`src/rtl/mem_ctrl_pkg.sv`:
```
// Shared types and constants for the single-port memory controller.
package mem_ctrl_pkg;

    typedef enum logic {
        ST_INIT = 1'b0,
        ST_RUN  = 1'b1
    } state_t;

    localparam int DATA_W_DEF = 4;
    localparam int ADDR_W_DEF = 6;

    // One extra bit so a sweep over a full 2**ADDR_W array still terminates.
    function automatic int cnt_width(input int addr_w);
        return addr_w + 1;
    endfunction

endpackage

```
`src/rtl/mem_array_sp.sv`:
```
// DEPTH x DATA_W storage with a synchronous write port and a registered read port.
// Optional asynchronous probe read port when MEM_CTRL_PROBE_EN is defined.
module mem_array_sp
    import mem_ctrl_pkg::*;
#(
    parameter int DATA_W = DATA_W_DEF,
    parameter int ADDR_W = ADDR_W_DEF,
    parameter int DEPTH  = 64
) (
    input  logic              clk,
    input  logic              rst_n,
    input  logic              we,
    input  logic [ADDR_W-1:0] waddr,
    input  logic [DATA_W-1:0] wdata,
    input  logic              re,
    input  logic [ADDR_W-1:0] raddr,
`ifdef MEM_CTRL_PROBE_EN
    input  logic [ADDR_W-1:0] probe_addr,
    output logic [DATA_W-1:0] probe_data,
`endif
    output logic [DATA_W-1:0] rdata
);

    logic [DATA_W-1:0] mem [DEPTH];

    // Storage itself is never reset; the controller's init sweep defines it.
    always_ff @(posedge clk) begin
        if (we) begin
            mem[waddr] <= wdata;
        end
    end

    always_ff @(posedge clk or negedge rst_n) begin
        if (!rst_n) begin
            rdata <= '0;
        end else if (re) begin
            rdata <= mem[raddr];
        end
    end

`ifdef MEM_CTRL_PROBE_EN
    localparam int CNT_W = cnt_width(ADDR_W);
    localparam logic [CNT_W-1:0] DEPTH_C = CNT_W'(DEPTH);

    assign probe_data = ({1'b0, probe_addr} < DEPTH_C) ? mem[probe_addr] : '0;
`endif

endmodule

```
`src/rtl/mem_ctrl_sp.sv`:
```
// Single-port memory controller: init sweep to INIT_VAL after reset, then valid/ready
// requests with a one-cycle read response. MEM_CTRL_PROBE_EN adds a debug probe port.
module mem_ctrl_sp
    import mem_ctrl_pkg::*;
#(
    parameter int                DATA_W   = DATA_W_DEF,
    parameter int                ADDR_W   = ADDR_W_DEF,
    parameter int                DEPTH    = 64,
    parameter logic [DATA_W-1:0] INIT_VAL = '0
) (
    input  logic              clk,
    input  logic              rst_n,
    input  logic              req_valid,
    output logic              req_ready,
    input  logic              req_wr,
    input  logic [ADDR_W-1:0] req_addr,
    input  logic [DATA_W-1:0] req_wdata,
    output logic              rsp_valid,
    output logic [DATA_W-1:0] rsp_rdata,
    output logic              rsp_err,
    output logic              wr_err,
`ifdef MEM_CTRL_PROBE_EN
    input  logic [ADDR_W-1:0] probe_addr,
    output logic [DATA_W-1:0] probe_data,
`endif
    output logic              init_done
);

    localparam int CNT_W = cnt_width(ADDR_W);
    localparam logic [CNT_W-1:0] DEPTH_C = CNT_W'(DEPTH);
    localparam logic [CNT_W-1:0] LAST_C  = CNT_W'(DEPTH - 1);

    state_t             state_q;
    state_t             state_d;
    logic [CNT_W-1:0]   cnt_q;
    logic               accept;
    logic               in_range;
    logic               rd_zero_q;
    logic               mem_we;
    logic               mem_re;
    logic [ADDR_W-1:0]  mem_waddr;
    logic [DATA_W-1:0]  mem_wdata;
    logic [DATA_W-1:0]  arr_rdata;

    // Handshake: a request transfers on a rising edge where req_valid && req_ready;
    // req_ready is registered, depends only on the FSM state and never on req_valid,
    // and there is no response backpressure (rsp_valid is a one-cycle pulse).
    assign accept   = req_valid & req_ready;
    assign in_range = {1'b0, req_addr} < DEPTH_C;

    always_comb begin
        state_d   = state_q;
        mem_we    = 1'b0;
        mem_re    = 1'b0;
        mem_waddr = req_addr;
        mem_wdata = req_wdata;
        case (state_q)
            ST_INIT: begin
                mem_we    = 1'b1;
                mem_waddr = cnt_q[ADDR_W-1:0];
                mem_wdata = INIT_VAL;
                if (cnt_q == LAST_C) begin
                    state_d = ST_RUN;
                end
            end
            ST_RUN: begin
                mem_we = accept & req_wr & in_range;
                mem_re = accept & ~req_wr & in_range;
            end
        endcase
    end

    always_ff @(posedge clk or negedge rst_n) begin
        if (!rst_n) begin
            state_q   <= ST_INIT;
            cnt_q     <= '0;
            req_ready <= 1'b0;
            init_done <= 1'b0;
        end else begin
            state_q   <= state_d;
            req_ready <= (state_d == ST_RUN);
            init_done <= (state_d == ST_RUN);
            if (state_q == ST_INIT) begin
                cnt_q <= cnt_q + 1'b1;
            end
        end
    end

    // rd_zero_q remembers whether the latest read was out of range so the
    // held rsp_rdata stays 0 until the next read replaces it.
    always_ff @(posedge clk or negedge rst_n) begin
        if (!rst_n) begin
            rsp_valid <= 1'b0;
            rsp_err   <= 1'b0;
            wr_err    <= 1'b0;
            rd_zero_q <= 1'b0;
        end else begin
            rsp_valid <= accept & ~req_wr;
            rsp_err   <= accept & ~req_wr & ~in_range;
            wr_err    <= accept & req_wr & ~in_range;
            if (accept & ~req_wr) begin
                rd_zero_q <= ~in_range;
            end
        end
    end

    assign rsp_rdata = rd_zero_q ? '0 : arr_rdata;

    mem_array_sp #(
        .DATA_W (DATA_W),
        .ADDR_W (ADDR_W),
        .DEPTH  (DEPTH)
    ) u_array (
        .clk        (clk),
        .rst_n      (rst_n),
        .we         (mem_we),
        .waddr      (mem_waddr),
        .wdata      (mem_wdata),
        .re         (mem_re),
        .raddr      (req_addr),
`ifdef MEM_CTRL_PROBE_EN
        .probe_addr (probe_addr),
        .probe_data (probe_data),
`endif
        .rdata      (arr_rdata)
    );

endmodule

```
`config.mk`:
```
export PLATFORM = sky130hd
export DESIGN_NAME = mem_ctrl_sp
export DESIGN_NICKNAME = d
export VERILOG_FILES = /design/src/rtl/mem_ctrl_pkg.sv /design/src/rtl/mem_array_sp.sv /design/src/rtl/mem_ctrl_sp.sv
export SDC_FILE = /design/constraint.sdc
export NUM_CORES = 1
export LEC_CHECK = 0
export CORE_UTILIZATION = 25
export CTS_CLUSTER_SIZE = 10
export DETAILED_ROUTE_END_ITERATION = 8
export PLACE_DENSITY = 0.41
export SYNTH_ARGS = -nofsm -noshare
export SYNTH_HDL_FRONTEND = slang
export SYNTH_SLANG_ARGS = --single-unit
```
`constraint.sdc`:
```
create_clock -name clk -period 7 [get_ports clk]
set_input_delay 0.7 -clock clk [delete_from_list [all_inputs] [get_ports clk]]
set_output_delay 0.7 -clock clk [all_outputs]
set_load 0.005 [all_outputs]
```
* Word-level counts from Yosys, hierarchy flattened
Memory sizes are Yosys's and may differ from the RTL's. A register that Yosys moved wholly into a read port is not among the register bits. Index checks and enable logic that the tools add are counted.
Storage, ports and cells: register bits after elaboration 9, word-level logic and storage cells 20, input port bits 14, memories kept 1, output and inout bits 9, memory bits (writable) 256
Cells by class: bitwise operators 5, equality and inequality tests 1, $add $sub $neg 1, muxes and demuxes 8, reduce and logical (&&, ||, !) cells 1
Memory list:
- u_array.mem | depth 64, width 4, read ports 1, clocked after Yosys merged registers in 1, write ports 1, RTL line mem_array_sp.sv:24 | logic [DATA_W-1:0] mem [DEPTH];
Operator list (count):
- $add 7x1->7 const B | 1
- $eq 7x6->1 const B | 1
- $mux 6 | 1
- $mux 1 | 5
- $mux 4 | 1
- $and 1x1->1 | 3
- $not 1->1 | 2
- $pmux 1 s2 | 1
- $logic_not 1->1 | 1

* Longest topological paths before layout
Gate-level depths: netlist of the first run.
depth in word-level cells 5, gate-level depth with buffers 9, depth with buffers taken out 5

* Hierarchy
Synthesis of the first run repeated with hierarchy kept, for this count alone.
Unflattened totals: cell total of the unflattened synthesis 593, area total of the unflattened synthesis 11056.9 um^2
By module, submodules not included:
- mem_array_sp | seq. area each 7787.5 um^2, area an instance 10516.3 um^2, cells each 544, instances 1
- mem_ctrl_sp | seq. area each 225.2 um^2, area an instance 540.5 um^2, cells each 49, instances 1

* Worst setup path after synthesis of the first run
Ideal clock, no wire load.
path kind input -> register, start point in req_addr[0], end point mem u_array.mem[0][0] (netlist name) (enable), data required time 6.671 ns, library setup time 0.329 ns, data arrival time 2.043 ns, stages on the path 7, path buffers 3, path slack 4.628 ns, path through buf_4 > buf_4 > buf_4 > nand3b_1 > a21oi_1 > nand2_1 > nor2_1
Between the ends: word-level cells in the longest chain between the ends 1
Ends and longest elaborated chain:
- start: declaration | RTL line mem_ctrl_sp.sv:16 | input logic [ADDR_W-1:0] req_addr,
- $mux 6 | RTL line mem_ctrl_sp.sv:57 | case (state_q)
- end: declaration | RTL line mem_array_sp.sv:24
Every way passes these cells.

* Final worst setup path of the first run
start point reg state_q, end point mem u_array.mem[58][2] (netlist name) (enable)
Between the ends: word-level cells in the longest chain between the ends 5, elaborated cells on any way between the ends 7
Ends and longest elaborated chain:
- start: declaration | RTL line mem_ctrl_sp.sv:33 | state_t state_q;
- start signal: assignment | RTL line mem_ctrl_sp.sv:80 | state_q <= state_d;
- $and 1x1->1 (2 in series)
- $pmux 1 s2 | RTL line mem_ctrl_sp.sv:57
- $mux 1 | RTL line mem_array_sp.sv:28 | if (we) begin
- $mux 1 (implied by the code) | RTL line mem_array_sp.sv:29 | mem[waddr] <= wdata;
Parallel ways exist; a longest one is shown, timed or not.

==> results of run 1 <==
[per-layer routing]
metal | share of wire | GRT usage | routed length, um
met1 | 0.46 | 0.170 | 12300
met4 | 0.026 | 0.0417 | 705
met2 | 0.47 | 0.199 | 12700
met5 | 0.00048 | 0 | 13
met3 | 0.044 | 0.0234 | 1180
[cells by family after synthesis]
family / Yosys count / share of synthesized area
other: 1 / 0.000342
and+or+nand+nor: 168 / 0.0703
adders and majority gates: 1 / 0.00114
buffers and inverters: 37 / 0.0198
AOI/OAI and AO/OA: 58 / 0.0358
xor gates and xnor gates: 6 / 0.00479
DFF: 269 / 0.730
muxes: 89 / 0.138
[synth_stat cells, drive strengths merged, types with 2 or more instances]
cell type	count	area [um2]
xor2	2	17.5
a21o	2	15.0
dfrtp	13	325
mux2	34	383
nor2b	14	87.6
o21ai	14	70.1
o221ai	3	26.3
nand3b	4	30.0
edfxtp	256	7690
o22ai	10	62.6
xnor2	4	35.0
nand3	6	30.0
inv	4	15.0
mux2i	10	100
o211ai	4	30.0
clkbuf	11	41.3
nor3	12	60.1
and2	5	31.3
a21oi	5	25.0
or2	2	12.5
buf	22	161
a32o	2	20.0
nor2	75	282
o311ai	3	26.3
nor4	4	25.0
a211oi	10	75.1
nand2	33	124
mux4	45	1030
nand2b	9	56.3
[worst max-delay path, cell delays in order (launching register included)]
cell	delay [ps]
dfrtp_1	1040
nor2b_1	210
a21oi_1	370
nand2_1	430
nor2_1	490
[through the flow]
stage	cells	setup WS [ps]	instance area, um2
3_5_place_dp	1209	3510	11800
5_1_grt	1261	3720	12800
2_1_floorplan	630	4630	11000
6_report	1261	4070	12800
3_3_place_gp	1209	3550	11800
4_1_cts	1261	4030	12800
[path summary, 6_finish.rpt]
kind	startpoint	endpoint
worst min register to register	cnt_q[6]	cnt_q[6]
min in group asynchronous	rst_n	u_array.rdata[0]
max in group asynchronous	rst_n	cnt_q[5]
worst min-delay path	cnt_q[6]	cnt_q[6]
worst max-delay path	state_q	u_array.mem[58][2]
worst max register to register	state_q	u_array.mem[58][2]
[layout make-up]
cell class	instances	area share
Clock buffer	48	0.0740
Clock inverter	4	0.00568
Inverter	4	0.00118
Multi-Input combinational cell	324	0.216
Sequential cell	269	0.627
Tap cell	585	0.0573
Timing Repair Buffer	27	0.0188
[registers in the layout, indices dropped and copies added, names as in the netlist]
| name | flops |
|---|---|
| u_array.mem | 256 |
| cnt_q | 7 |
| u_array.rdata | 4 |
| rsp_valid | 1 |
| state_q | 1 |
[where the power goes]
part | total, mW | leakage (nW) | internal (mW) | switching (mW)
combinational | 0.0762 | 0.855 | 0.0288 | 0.0474
clock | 1.62 | 0.493 | 1.00 | 0.621
sequential | 1.74 | 1.95 | 1.74 | 0
==> reports/qor.csv, run 1 <==
stage,metric,value,unit
synthesis,asr flop ratio synth,0.0483,
synthesis,Syn Area/Cell,17.4,um2
outcome,outcome,finished clean,
routing,DRC viols,0,
synthesis,Post-synth EDFFs,256,
setup_path,Startpoint Class,flip-flop,
sta,Least-Margin Pin Slew,1070,ps
cts,"Hold-fix buffers, CTS",0,
synthesis,Synth Register Bits,269,
sta,period utilization,0.418,
sta,max-slew violation count,0,
global_routing,vias in the first global route,6170,
routing,Vias/cell,4.52,
sta,Hold WS,469,ps
layout,Layout area overhead,16.4,%
place,DP Wirelength,16.7,mm
synthesis,Syn. warnings,0,
setup_path,worst r2r path cells,4,
cts,"Clk pin slew, worst setup/hold paths",50,ps
cts,CTS Buffer Depth,3,
sta,minimum clock period,2930,ps
sta,Max-slew headroom,0.285,
sta,"Hold Violations, Final",0,
routing,Pre-Repair DR Iteration Count,4,
power,leakage,3.30,nW
global_routing,GRT overflow,0,
global_routing,initial antenna violation count,1,
sta,final setup fails,0,
layout,diode count,0,
layout,FF/Latch Area,0.00801,mm2
layout,most frequent cells in the layout,"256 x edfxtp_1, 75 x nor2_1, 41 x mux4_2, 35 x clkbuf_16, 34 x mux2_2",
global_routing,largest net degree at the start of global routing,65,
global_routing,Tot GR Track Use,0.125,
power,pwr dens,269,mW/mm2
layout,"Core Util, Final",0.296,
floorplanning,Top Ports,23,
power,total power,3.44,mW
power,Max IR drop VDD,0.000121,V
floorplanning,Die X-Extent,212,um
cts,CTS root buffer,clkbuf_16,
synthesis,register area share after synthesis,0.730,
place,Routability Congestion,0.794,
floorplanning,starting density of the core,0.254,
setup_path,CP arrival,3060,ps
floorplanning,row cnt,76,
cts,CTS Buf Count,34,
cts,CTS tree,done,
floorplanning,Die H,212,um
floorplanning,core area,0.0432,mm2
layout,share of cells above drive strength 1,0.195,
job,maxcap violations,0,
cts,Post CTS Setup Buffer Count,0,
setup_path,CP Class,flip-flop to flip-flop,
cts,H-tree depth,2,
cts,# clock sinks,269,
setup_path,worst path required time,7130,ps
cts,Skew-Pair Late Insertion Delay,500,ps
layout,nets@finish,675,
synthesis,synth unique cells,45,
routing,First DRT Iteration DRCs,483,
setup_path,Setup crit end kind,flip-flop,
layout,Multi-input gate area,0.00275,mm2
worst_hold_path,WHS Path Cells,1,
routing,routed len/inst,21.3,um
worst_hold_path,worst hold path class,flip-flop to flip-flop,
global_routing,first-pass GRT wire length,40.7,mm
synthesis,cell area after synthesis,0.0110,mm2
routing,via count,5695,
cts,Resize count post-CTS,0,
setup_path,Crit Path Max Fanout,35,
routing,"antenna viol nets, final",0,
floorplanning,die area,0.0447,mm2
sta,Clock Skew,22.5,ps
layout,"commonest non-fill, non-tap cell in the layout",edfxtp_1,
sta,Max Freq,0.342,GHz
setup_path,R2R Setup Slk,4070,ps
routing,final wirelength,26.8,mm
sta,RSZ-0062 raised after global routing,false,
place,number of port buffers,20,
layout,fill count,4302,
sta,Final TNS setup,0,ps
synthesis,"Primary FF master, synth",edfxtp_1,
synthesis,synthesized instance count,629,
(Power assumes the default switching activity.)
==> inputs of run 2 (changes only) <==
- PLACE_DENSITY: 0.41 -> 0.42
- clock period: 7 -> 2.6 ns (I/O delays scaled with it)
==> run 2 against run 1 <==
Via count grew 2.0%. Combinational power rose to 2.9 times the previous value. Final cell count grew 4.3%. Global-route usage fell by 0.14 points. Sequential share of layout area fell by 2.3 points. Fmax grew 36%. Critical endpoint is now u_array.mem[11][0]. Largest power group unchanged.
==> reports/qor.csv, run 2 (synthesis results as in run 1) <==
stage,metric,value,unit,change
outcome,outcome,finished clean,,unchanged
setup_path,CP arrival,2310,ps,was 3060 ps
cts,CTS tree,done,,unchanged
global_routing,largest net degree at the start of global routing,65,,unchanged
power,Internal Pwr Total,7.48,mW,was 2.77 mW
power,Comb power frac,0.024,,was 0.022
sta,Least-Margin Pin Slew,712,ps,was 1070 ps
worst_hold_path,worst hold path class,input port to async pin,,was flip-flop to flip-flop
routing,First DRT Iteration DRCs,463,,was 483
setup_path,Setup crit end kind,flip-flop,,unchanged
routing,Vias/cell,4.42,,was 4.52
layout,Layout area overhead,20.8,%,was 16.4%
cts,CTS root buffer,clkbuf_16,,unchanged
floorplanning,Top Ports,23,,unchanged
floorplanning,Die H,212,um,unchanged
floorplanning,core area,0.0432,mm2,unchanged
global_routing,vias in the first global route,6253,,"was 6,170"
global_routing,Tot GR Track Use,0.123,,was 0.125
cts,# clock sinks,269,,unchanged
place,DP Wirelength,17.8,mm,was 16.7 mm
sta,Hold WS,188,ps,was 469 ps
sta,Max-slew headroom,0.524,,was 0.285
sta,RSZ-0062 raised after global routing,false,,unchanged
cts,"Hold-fix buffers, CTS",0,,unchanged
layout,Largest register FFs,256,,unchanged
power,Clock Power Share,0.472,,about the same
floorplanning,row cnt,76,,unchanged
cts,"Clk pin slew, worst setup/hold paths",60,ps,was 50 ps
routing,Pre-Repair DR Iteration Count,5,,was 4
power,Seq pwr share,0.504,,was 0.505
power,Max IR drop VDD,0.000323,V,was 0.000121 V
sta,Max Freq,0.463,GHz,was 0.342 GHz
global_routing,initial antenna violation count,1,,unchanged
place,number of port buffers,20,,unchanged
global_routing,GRT overflow,0,,unchanged
power,total power,9.27,mW,was 3.44 mW
global_routing,first-pass GRT wire length,40.3,mm,was 40.7 mm
power,leakage,3.59,nW,was 3.30 nW
layout,"commonest non-fill, non-tap cell in the layout",edfxtp_1,,unchanged
cts,Skew-Pair Late Insertion Delay,500,ps,about the same
setup_path,Crit Path Max Fanout,27,,was 35
power,pwr dens,700,mW/mm2,was 269 mW/mm2
place,Routability Congestion,0.792,,was 0.794
setup_path,Startpoint Class,flip-flop,,unchanged
cts,CTS Buffer Depth,3,,unchanged
sta,Final TNS setup,0,ps,unchanged
sta,period utilization,0.830,,was 0.418
sta,Clock Skew,15.3,ps,was 22.5 ps
layout,Largest regs,"u_array.mem: 256 flops, cnt_q: 7 flops, u_array.rdata: 4 flops",,unchanged
layout,most frequent cells in the layout,"256 x edfxtp_1, 75 x nor2_1, 53 x buf_4, 41 x mux4_2, 35 x clkbuf_16",,"was 256 x edfxtp_1, 75 x nor2_1, 41 x mux4_2, 35 x clkbuf_16, 34 x mux2_2"
floorplanning,Die X-Extent,212,um,unchanged
routing,via count,5808,,"was 5,695"
routing,routed len/inst,20.2,um,was 21.3 um
layout,share of cells above drive strength 1,0.253,,was 0.195
sta,max-slew violation count,0,,unchanged
setup_path,CP Class,flip-flop to flip-flop,,unchanged
floorplanning,die area,0.0447,mm2,unchanged
floorplanning,starting density of the core,0.254,,unchanged
cts,CTS Buf Count,34,,unchanged
routing,DRC viols,0,,unchanged
job,maxcap violations,0,,unchanged
sta,minimum clock period,2160,ps,was 2930 ps
layout,largest register by flop count,u_array.mem,,unchanged
layout,nets@finish,727,,was 675
routing,"antenna viol nets, final",0,,unchanged
cts,Resize count post-CTS,0,,unchanged
cts,Post CTS Setup Buffer Count,0,,unchanged
layout,diode count,0,,unchanged
cts,H-tree depth,2,,unchanged
setup_path,worst path required time,2750,ps,was 7130 ps
sta,"Hold Violations, Final",0,,unchanged
sta,final setup fails,0,,unchanged
routing,final wirelength,26.6,mm,was 26.8 mm
power,Sw Share,0.194,,about the same
power,net switching power,1.80,mW,was 668 uW
## run 2: path summary, 6_finish.rpt
| check | startpoint | end | slack (ps) | cells after the start |
|---|---|---|---|---|
| hold reg to reg | cnt_q[6] | state_q | 500 | 1 |
| setup reg to reg | state_q | u_array.mem[11][0] | 440 | 5 |
| max in group asynchronous | rst_n | u_array.rdata[1] | 1960 | 1 |
| min in group clk | cnt_q[6] | state_q | 500 | 1 |
| hold / removal | rst_n | cnt_q[0] | 190 | 1 |
| setup / recovery | state_q | u_array.mem[11][0] | 440 | 5 |
## run 2: area by class of cell
cell class,instances,area (um2)
Multi-Input combinational cell,324,2750
Tap cell,585,732
Clock inverter,5,77.6
Sequential cell,269,8010
Inverter,4,15.0
Clock buffer,49,948
Timing Repair Buffer,79,718
Fill cell,4268,29900
## run 2: metal layers
layer / up-vias / track usage / wire length, um
met2: 143 / 0.206 / 13100
li1: 2638 / - / -
met3: 39 / 0.0211 / 1260
met5: - / 0 / 11
met1: 2986 / 0.163 / 11700
met4: 2 / 0.0385 / 518
## run 2: power groups by stage
stage               clock network, mW  logic [mW]  registers [mW]
global placement                    0       0.226            4.76
finish                           4.38       0.223            4.68
CTS                              4.50       0.228            4.67
detailed placement                  0       0.228            4.76
floorplan                           0       0.148            4.76
global route                     4.67       0.242            4.67
## run 2: per-stage QoR
stage	cells	utilization	cell area, um2	setup slack (ps)
after global routing	1315	0.307	13300	321
after detailed placement	1261	0.283	12200	131
after CTS	1315	0.307	13300	418
after global placement	1261	0.283	12200	164
final	1315	0.307	13300	442
after floorplan	630	-	11000	288
## run 2: critical path: stages (launching register included)
cell	delay, ps
dfrtp_1	400
buf_12	170
nor2b_1	250
a41o_1	210
nand2_1	330
nor2_1	450
==> inputs of run 3 (changes only) <==
- PLACE_DENSITY: 0.42 -> 0.41
- clock period: 2.6 -> 2 ns (I/O delays scaled with it)
==> run 3 against run 2 <==
Flip-flop and latch count did not move. Sequential power rose by 30%. Clock skew fell by 4.1 ps. Non-clock buffer count rose by 85. Global-route usage rose by 0.29 points. Sequential share of layout area fell by 2.9 points. Combinational power rose by 55%. First-iteration DRC count fell by 22%. Via count rose by 5.0%. Cell area rose by 5.0%. Power rose by 25%. Utilization rose by 1.5 points.
==> reports/qor.csv, run 3 (synthesis results as in run 1) <==
stage,metric,value,unit,change
place,Routability Congestion,0.787,,was 0.792
setup_path,Startpoint Class,flip-flop,,unchanged
setup_path,reg2reg end,u_array.rdata[0],,was u_array.mem[11][0]
layout,nets@finish,809,,was 727
cts,CTS Buf Count,31,,was 34
job,maxcap violations,0,,unchanged
cts,H-tree depth,1,,was 2
power,pwr dens,830,mW/mm2,was 700 mW/mm2
routing,DRC viols,0,,unchanged
setup_path,R2R Setup Slk,130,ps,was 440 ps
routing,routed len/inst,19.4,um,was 20.2 um
setup_path,Setup crit end kind,primary output,,was flip-flop
sta,Max Freq,0.530,GHz,
place,number of port buffers,20,,unchanged
sta,Clock Skew,11.2,ps,was 15.3 ps
setup_path,worst r2r path cells,5,,unchanged
layout,share of cells above drive strength 1,0.335,,was 0.253
setup_path,worst setup path startpoint,state_q,,unchanged
outcome,outcome,finished clean,,unchanged
layout,most frequent cells in the layout,"256 x edfxtp_1, 130 x buf_4, 73 x nor2_1, 41 x mux4_2, 34 x mux2_2",,"was 256 x edfxtp_1, 75 x nor2_1, 53 x buf_4, 41 x mux4_2, 35 x clkbuf_16"
routing,First DRT Iteration DRCs,359,,was 463
floorplanning,row cnt,76,,unchanged
sta,minimum clock period,1890,ps,
layout,Largest regs,"u_array.mem: 256 flops, cnt_q: 7 flops, u_array.rdata: 4 flops",,unchanged
sta,period utilization,0.943,,
global_routing,vias in the first global route,6590,,"was 6,253"
layout,largest register by flop count,u_array.mem,,unchanged
routing,via count,6100,,"was 5,808"
cts,CTS tree,done,,unchanged
floorplanning,starting density of the core,0.254,,unchanged
sta,max-slew violation count,0,,unchanged
layout,Layout area overhead,26.9,%,was 20.8%
setup_path,CP arrival,1690,ps,was 2310 ps
worst_hold_path,worst hold path class,input port to flip-flop,,was input port to async pin
global_routing,first-pass GRT wire length,41.6,mm,was 40.3 mm
sta,"Hold Violations, Final",0,,unchanged
setup_path,worst path required time,1800,ps,was 2750 ps
global_routing,initial antenna violation count,0,,was 1
global_routing,GRT overflow,0,,unchanged
floorplanning,Top Ports,23,,unchanged
setup_path,crit path capture,init_done,,was u_array.mem[11][0]
sta,Hold WS,454,ps,was 188 ps
layout,diode count,0,,unchanged
cts,# clock sinks,269,,unchanged
layout,"commonest non-fill, non-tap cell in the layout",edfxtp_1,,unchanged
floorplanning,core area,0.0432,mm2,unchanged
global_routing,Tot GR Track Use,0.126,,was 0.123
setup_path,CP Class,flip-flop to primary output,,was flip-flop to flip-flop
floorplanning,die area,0.0447,mm2,unchanged
global_routing,largest net degree at the start of global routing,65,,unchanged
cts,CTS root buffer,clkbuf_16,,unchanged
setup_path,Crit Path Max Fanout,35,,was 27
routing,Vias/cell,4.34,,was 4.42
worst_hold_path,hold wc startpoint,req_addr[0],,
cts,Skew-Pair Late Insertion Delay,560,ps,was 500 ps
place,DP Wirelength,18.8,mm,was 17.8 mm
floorplanning,Die X-Extent,212,um,unchanged
layout,Non-Filler Instances,1404,,"was 1,315"
cts,CTS Buffer Depth,3,,unchanged
power,Max IR drop VDD,0.000583,V,was 0.000323 V
floorplanning,Die H,212,um,unchanged
power,leakage,4.01,nW,was 3.59 nW
routing,"antenna viol nets, final",0,,unchanged
routing,Pre-Repair DR Iteration Count,4,,was 5
place,placed insts,1346,,"was 1,261"
setup_path,Critical R2R Launch,u_array.mem[21][0],,was state_q
cts,"Clk pin slew, worst setup/hold paths",60,ps,about the same
layout,Largest register FFs,256,,unchanged
sta,final setup fails,0,,unchanged
routing,final wirelength,27.2,mm,was 26.6 mm
[run 3: layout make-up]
class                           count  area [um2]
Multi-Input combinational cell    324        2800
Inverter                            4        15.0
Tap cell                          585         732
Clock buffer                       57         913
Fill cell                        4229       29200
Timing Repair Buffer              164        1450
Sequential cell                   269        8010
Clock inverter                      1        8.76
[run 3: report_power, final]
part	leakage [nW]	switching (mW)	internal [mW]
registers	1.95	0	6.08
clock network	0.441	2.10	3.03
logic	1.61	0.182	0.163
total	4.01	2.28	9.27
[run 3: worst min path at each step]
stage          slack [ps]               end  cells after the start
2_1_floorplan        -100          cnt_q[0]                      0
4_1_cts               450  u_array.rdata[2]                      6
6_report              450  u_array.rdata[2]                      6
3_5_place_dp          460          cnt_q[6]                      1
5_1_grt               520          cnt_q[0]                      1
3_3_place_gp          460          cnt_q[6]                      1
[run 3: critical path: stages (launching register included)]
cell and delay, ps:
dfrtp_1 370, buf_12 200, clkdlybuf4s50_1 530
[run 3: through the flow]
step	setup WS (ps)	cell area, um2	utilization	setup TNS (ps)	total power [mW]
detailed placement	-235	13000	0.300	-9410	6.54
CTS	43.3	13900	0.322	0	11.7
finish	114	13900	0.323	0	11.6
global route	-0.0486	13900	0.323	-0.0653	11.9
global placement	-217	13000	0.300	-8720	6.53
floorplan	108	11000	-	0	6.38
[run 3: what timing repair did]
action	4_1_cts	5_1_grt
resized for setup	1	10
hold buffers	1	0
endpoints found under the hold margin	13	0
setup buffers	0	0
setup endpoints to repair	3	85
pin swaps	0	1
[run 3: layer usage]
layer  global-route usage  up-vias  wire length [um]
li1                     -     2798                 -
met1                0.168     3158             12600
met2                0.208      101             13000
met3               0.0223       43               827
met4               0.0402        0               746
met5                    0        -                 0
==> patch 1: new RTL, config.mk and constraints of run 3 <==
Build with the macro `MEM_CTRL_PROBE_EN` defined.
--- a/src/rtl/mem_array_sp.sv
+++ b/src/rtl/mem_array_sp.sv
@@ -1,4 +1,6 @@
 // DEPTH x DATA_W storage with a synchronous write port and a registered read port.
 // Optional asynchronous probe read port when MEM_CTRL_PROBE_EN is defined.
+`define MEM_CTRL_PROBE_EN
+
 module mem_array_sp
     import mem_ctrl_pkg::*;
Ports: changed (added probe_addr and probe_data); port bits go from 23 to 33. No check against the original RTL was run, so the function may have changed too.
==> patch 1 against run 3 <==
- the run now ends with setup timing left
- cell area up 28%
- global-route usage grew 4.4 points
- routed wire length up 62%
- setup slack got worse by 820 ps
- fmax down 30%
- clock skew about the same
- die area is 18% higher
- sequential cell count unchanged
- hold slack better by 24 ps
- area after synthesis is 18% higher
- highest routed layer unchanged
Power is not compared: it rests on default switching activity, and its combinational part moved more than twofold at a synthesized area within 25%.
==> patch 1: results (changes against run 3) <==
Non-clk bufs: 340 (+110%)
gpl congestion: 0.8260 (+5.0%)
htree depth: 2 (+1)
FF-to-FF path depth: 8 (+3)
top cells by area, synth: edfxtp_1, mux4_2, mux2i_1
Hold Crit Start: cnt_q[6]
Reg2Reg Setup Slack: -40 ps (-170 ps)
WL final: 43,990 µm (+62%)
CP Capture Point: probe_data[3]
outcome: complete, but fails checks
placed cell area: 16,440 µm² (+27%)
Hold Path Depth: 1 (-5)
Worst Setup SP: u_array.mem[47][3]
Setup TNS: -2806 ps (-2806 ps)
Worst Path Arrival: 2510 ps (+820 ps)
met2 usage: 27.16% (+6.3 points)
Num CTS Buffers: 35 (+13%)
1st-iter DRT viols: 681 (+90%)
R2R Path End: u_array.rdata[1]
vias in the first global route: 8,781 (+33%)
Hold Slack: 477.3 ps (+23.74 ps)
placed cell count: 1,710 (+27%)
CTS resizes: 42 (+41)
drt first pass iters: 5 (+1)
Min-Delay Path Class: flop to flop
sequential share of the synthesized area: 61.68% (-11 points)
GR Util met1: 23.48% (+6.7 points)
Crit path max-delay family: multiplexers
met3 routed WL: 1971 µm (+140%)
count of input and output buffers: 30 (+50%)
Max Fanout on Critical Path: 2 (-94%)
Post-Route M1 WL: 20,220 µm (+60%)
Core ar.: 51,300 µm² (+19%)
first-pass GRT wire length: 63,840 µm (+53%)
Total Routing Usage GR: 16.98% (+4.4 points)
final setup vio count: 7 (+7)
drt wl/cell: 24.67 µm (+27%)
ClkCell Share: 5.788% (-0.84 points)
CP max stage cell: mux4_2
final net count: 1,101 (+36%)
most common library cells after synthesis: edfxtp_1, mux4_2, nor2_1
CLK BUF: 51 (-11%)
Distinct cells, synth: 40 (-11%)
Setup Buffers After CTS: 13 (+13)
Post-DP HPWL: 33,130 µm (+76%)
Hold Path Sink: cnt_q[6]
Avg Synthesized Cell Area: 17.16 µm² (-1.6%)
reg-to-reg startpoint: u_array.mem[10][1]
worst skew pair latency: 540 ps (-20 ps)
via count: 8,427 (+38%)
Finished Cell Area: 17,770 µm² (+28%)
failing checks: setup timing
number of multi-input logic gates: 430 (+33%)
worst setup margin: -710.7 ps (-824.4 ps)
wire length on met2: 20,910 µm (+61%)
met3 GRT Util: 2.741% (+0.52 points)
[patch 1: cell count changes after synthesis, moves of 6 or more]
cell,delta
a211oi_1,-8
buf_4,+6
clkbuf_1,+8
mux2i_1,+56
nand3_1,+14
mux4_2,+77
o21ai_0,-6
mux2_2,-26
a22oi_1,+29
o22ai_1,-7
nor3_1,-10
a21oi_1,+6
[patch 1: power by group through the flow]
stage / registers (mW) / clock network (mW) / logic (mW)
2_1_floorplan: 6.19 / 0 / 0.348
3_3_place_gp: 6.19 / 0 / 0.703
3_5_place_dp: 6.19 / 0 / 0.704
4_1_cts: 6.08 / 5.92 / 0.709
5_1_grt: 6.07 / 6.11 / 0.762
6_report: 6.08 / 5.79 / 0.722
[patch 1: cell families after synthesis]
family	Yosys count	share of synthesized area, %
flip-flops	269	61.68
multiplexers	192	26.24
AND/OR/NAND/NOR	156	5.211
AO/OA/AOI/OAI	73	3.881
buffers and inverters	59	2.466
XOR/XNOR	6	0.4045
adder cells (fa/ha/maj)	1	0.09630
other	1	0.02887
==> patch 2: new RTL, config.mk and constraints of run 3 <==
Without the edit above. Make the reset (`rst_n`) synchronous in 3 clocked blocks. Comments in the files are not updated.
--- a/src/rtl/mem_array_sp.sv
+++ b/src/rtl/mem_array_sp.sv
@@ -31,5 +31,5 @@
     end
 
-    always_ff @(posedge clk or negedge rst_n) begin
+    always_ff @(posedge clk) begin
         if (!rst_n) begin
             rdata <= '0;
--- a/src/rtl/mem_ctrl_sp.sv
+++ b/src/rtl/mem_ctrl_sp.sv
@@ -71,5 +71,5 @@
     end
 
-    always_ff @(posedge clk or negedge rst_n) begin
+    always_ff @(posedge clk) begin
         if (!rst_n) begin
             state_q   <= ST_INIT;
@@ -89,5 +89,5 @@
     // rd_zero_q remembers whether the latest read was out of range so the
     // held rsp_rdata stays 0 until the next read replaces it.
-    always_ff @(posedge clk or negedge rst_n) begin
+    always_ff @(posedge clk) begin
         if (!rst_n) begin
             rsp_valid <= 1'b0;
Check against the original RTL: no difference found for any inputs over 10 cycles, from zero or initial values and one cycle with rst_n low; that may be too few to reach the edited logic, so the function may still have changed.
==> patch 2 against run 3 <==
- non-clock buffer count up 1
- area after synthesis decreased by 0.47%
- setup slack lost 18 ps
- cell area down 0.51%
- total power grew 2.7%
- global-route usage is 0.11 points higher
- combinational power is 57% higher
- count of clock-buffer cells in the layout is 2 lower
- cell count is 0.64% lower
- routed wire length is 2.9% higher
- first-iteration DRC count is 30% higher
- sequential power up 0.8%
- sequential cell count is the same
- critical endpoint is now u_array.rdata[1]
- largest cell class unchanged
- largest power group unchanged
- highest routed layer unchanged
==> patch 2: results (changes against run 3) <==
drt first pass iters: 5 (+1)
1st-iter DRT viols: 467 (+30%)
met3 GRT Util: 2.364% (+0.14 points)
leak pwr: 4.406 nW (+10%)
gpl congestion: 0.8431 (+7.2%)
Worst Path Arrival: 2340 ps (+650 ps)
Crit path largest cell delay: 500 ps (-30 ps)
wire length on met2: 13,680 µm (+5.3%)
Post-Route M1 WL: 12,290 µm (-2.6%)
Async S/R FF share, synth: 0% (-4.8 points)
final net count: 801 (-0.99%)
top cells by area, synth: edfxtp_1, mux4_2, nor2_1
Crit path max-delay family: compound AO/OA/AOI/OAI gates
via count: 6,074 (-0.43%)
Layout Skew: 14.12 ps (+2.900 ps)
post-synthesis compound-gate area fraction: 3.997% (+0.42 points)
post-synthesis mux area share: 14.20% (+0.43 points)
sequential share of the synthesized area: 72.75% (-0.25 points)
CP max stage cell: mux4_2
most common library cells after synthesis: edfxtp_1, nor2_1, mux4_2
met2 usage: 21.63% (+0.79 points)
outcome: finished, final reports clean
vias in the first global route: 6,347 (-3.7%)
drt wl/cell: 20.06 µm (+3.6%)
Hold Path Depth: 3 (-3)
-- patch 2: cell types whose count changed in the layout (fill, tap and decap cells not counted), sizes merged, moves of 7 or more --
cell | before | now
mux2i | 10 | 26
nor2b | 14 | 6
mux4 | 45 | 52
nand3 | 6 | 13
a211oi | 10 | 0
a22oi | 1 | 12
dfxtp | 0 | 13
dfrtp | 13 | 0
mux2 | 34 | 9
-- patch 2: final timing paths --
| check | endpoint | slack [ps] | startpoint |
|---|---|---|---|
| setup / recovery | u_array.rdata[1] | 100 | u_array.mem[47][1] |
| hold / removal | state_q | 440 | rst_n |
| setup reg to reg | u_array.rdata[1] | 100 | u_array.mem[47][1] |
| hold reg to reg | cnt_q[6] | 490 | cnt_q[6] |
-- patch 2: what timing repair did --
action / 4_1_cts / 5_1_grt
setup endpoints to repair: 0 / 134
resized for setup: 0 / 10
setup buffers: 0 / 0
hold buffers: 0 / 0
-- patch 2: worst reg2reg max path, delay by kind of cell, from the launching register on --
| kind | cells | cell delay (ps) |
|---|---|---|
| compound gates | 2 | 620 |
| mux | 1 | 500 |
| flops | 1 | 350 |
| simple gates | 2 | 310 |
-- patch 2: layout make-up --
cell class              count  share of cell area, %
clock buffers              55                  6.395
clock inverters             2                 0.2800
inverters                   5                 0.1355
multi-input cells         314                  20.11
flip-flops and latches    269                  57.38
well taps                 585                  5.284
repair buffers            165                  10.42
-- patch 2: stage by stage --
stage / instances / cell area, µm² / total power, mW
floorplan: 620 / 10930 / 6.533
global placement: 1338 / 12890 / 6.787
detailed placement: 1338 / 12890 / 6.791
CTS: 1395 / 13820 / 12.03
global route: 1395 / 13850 / 12.27
finish: 1395 / 13850 / 11.87
-- patch 2: report_power, final --
part	switching [mW]	internal (mW)	total [mW]
registers	0.0165	6.11	6.13
clock network	2.11	3.08	5.19
logic	0.285	0.259	0.544
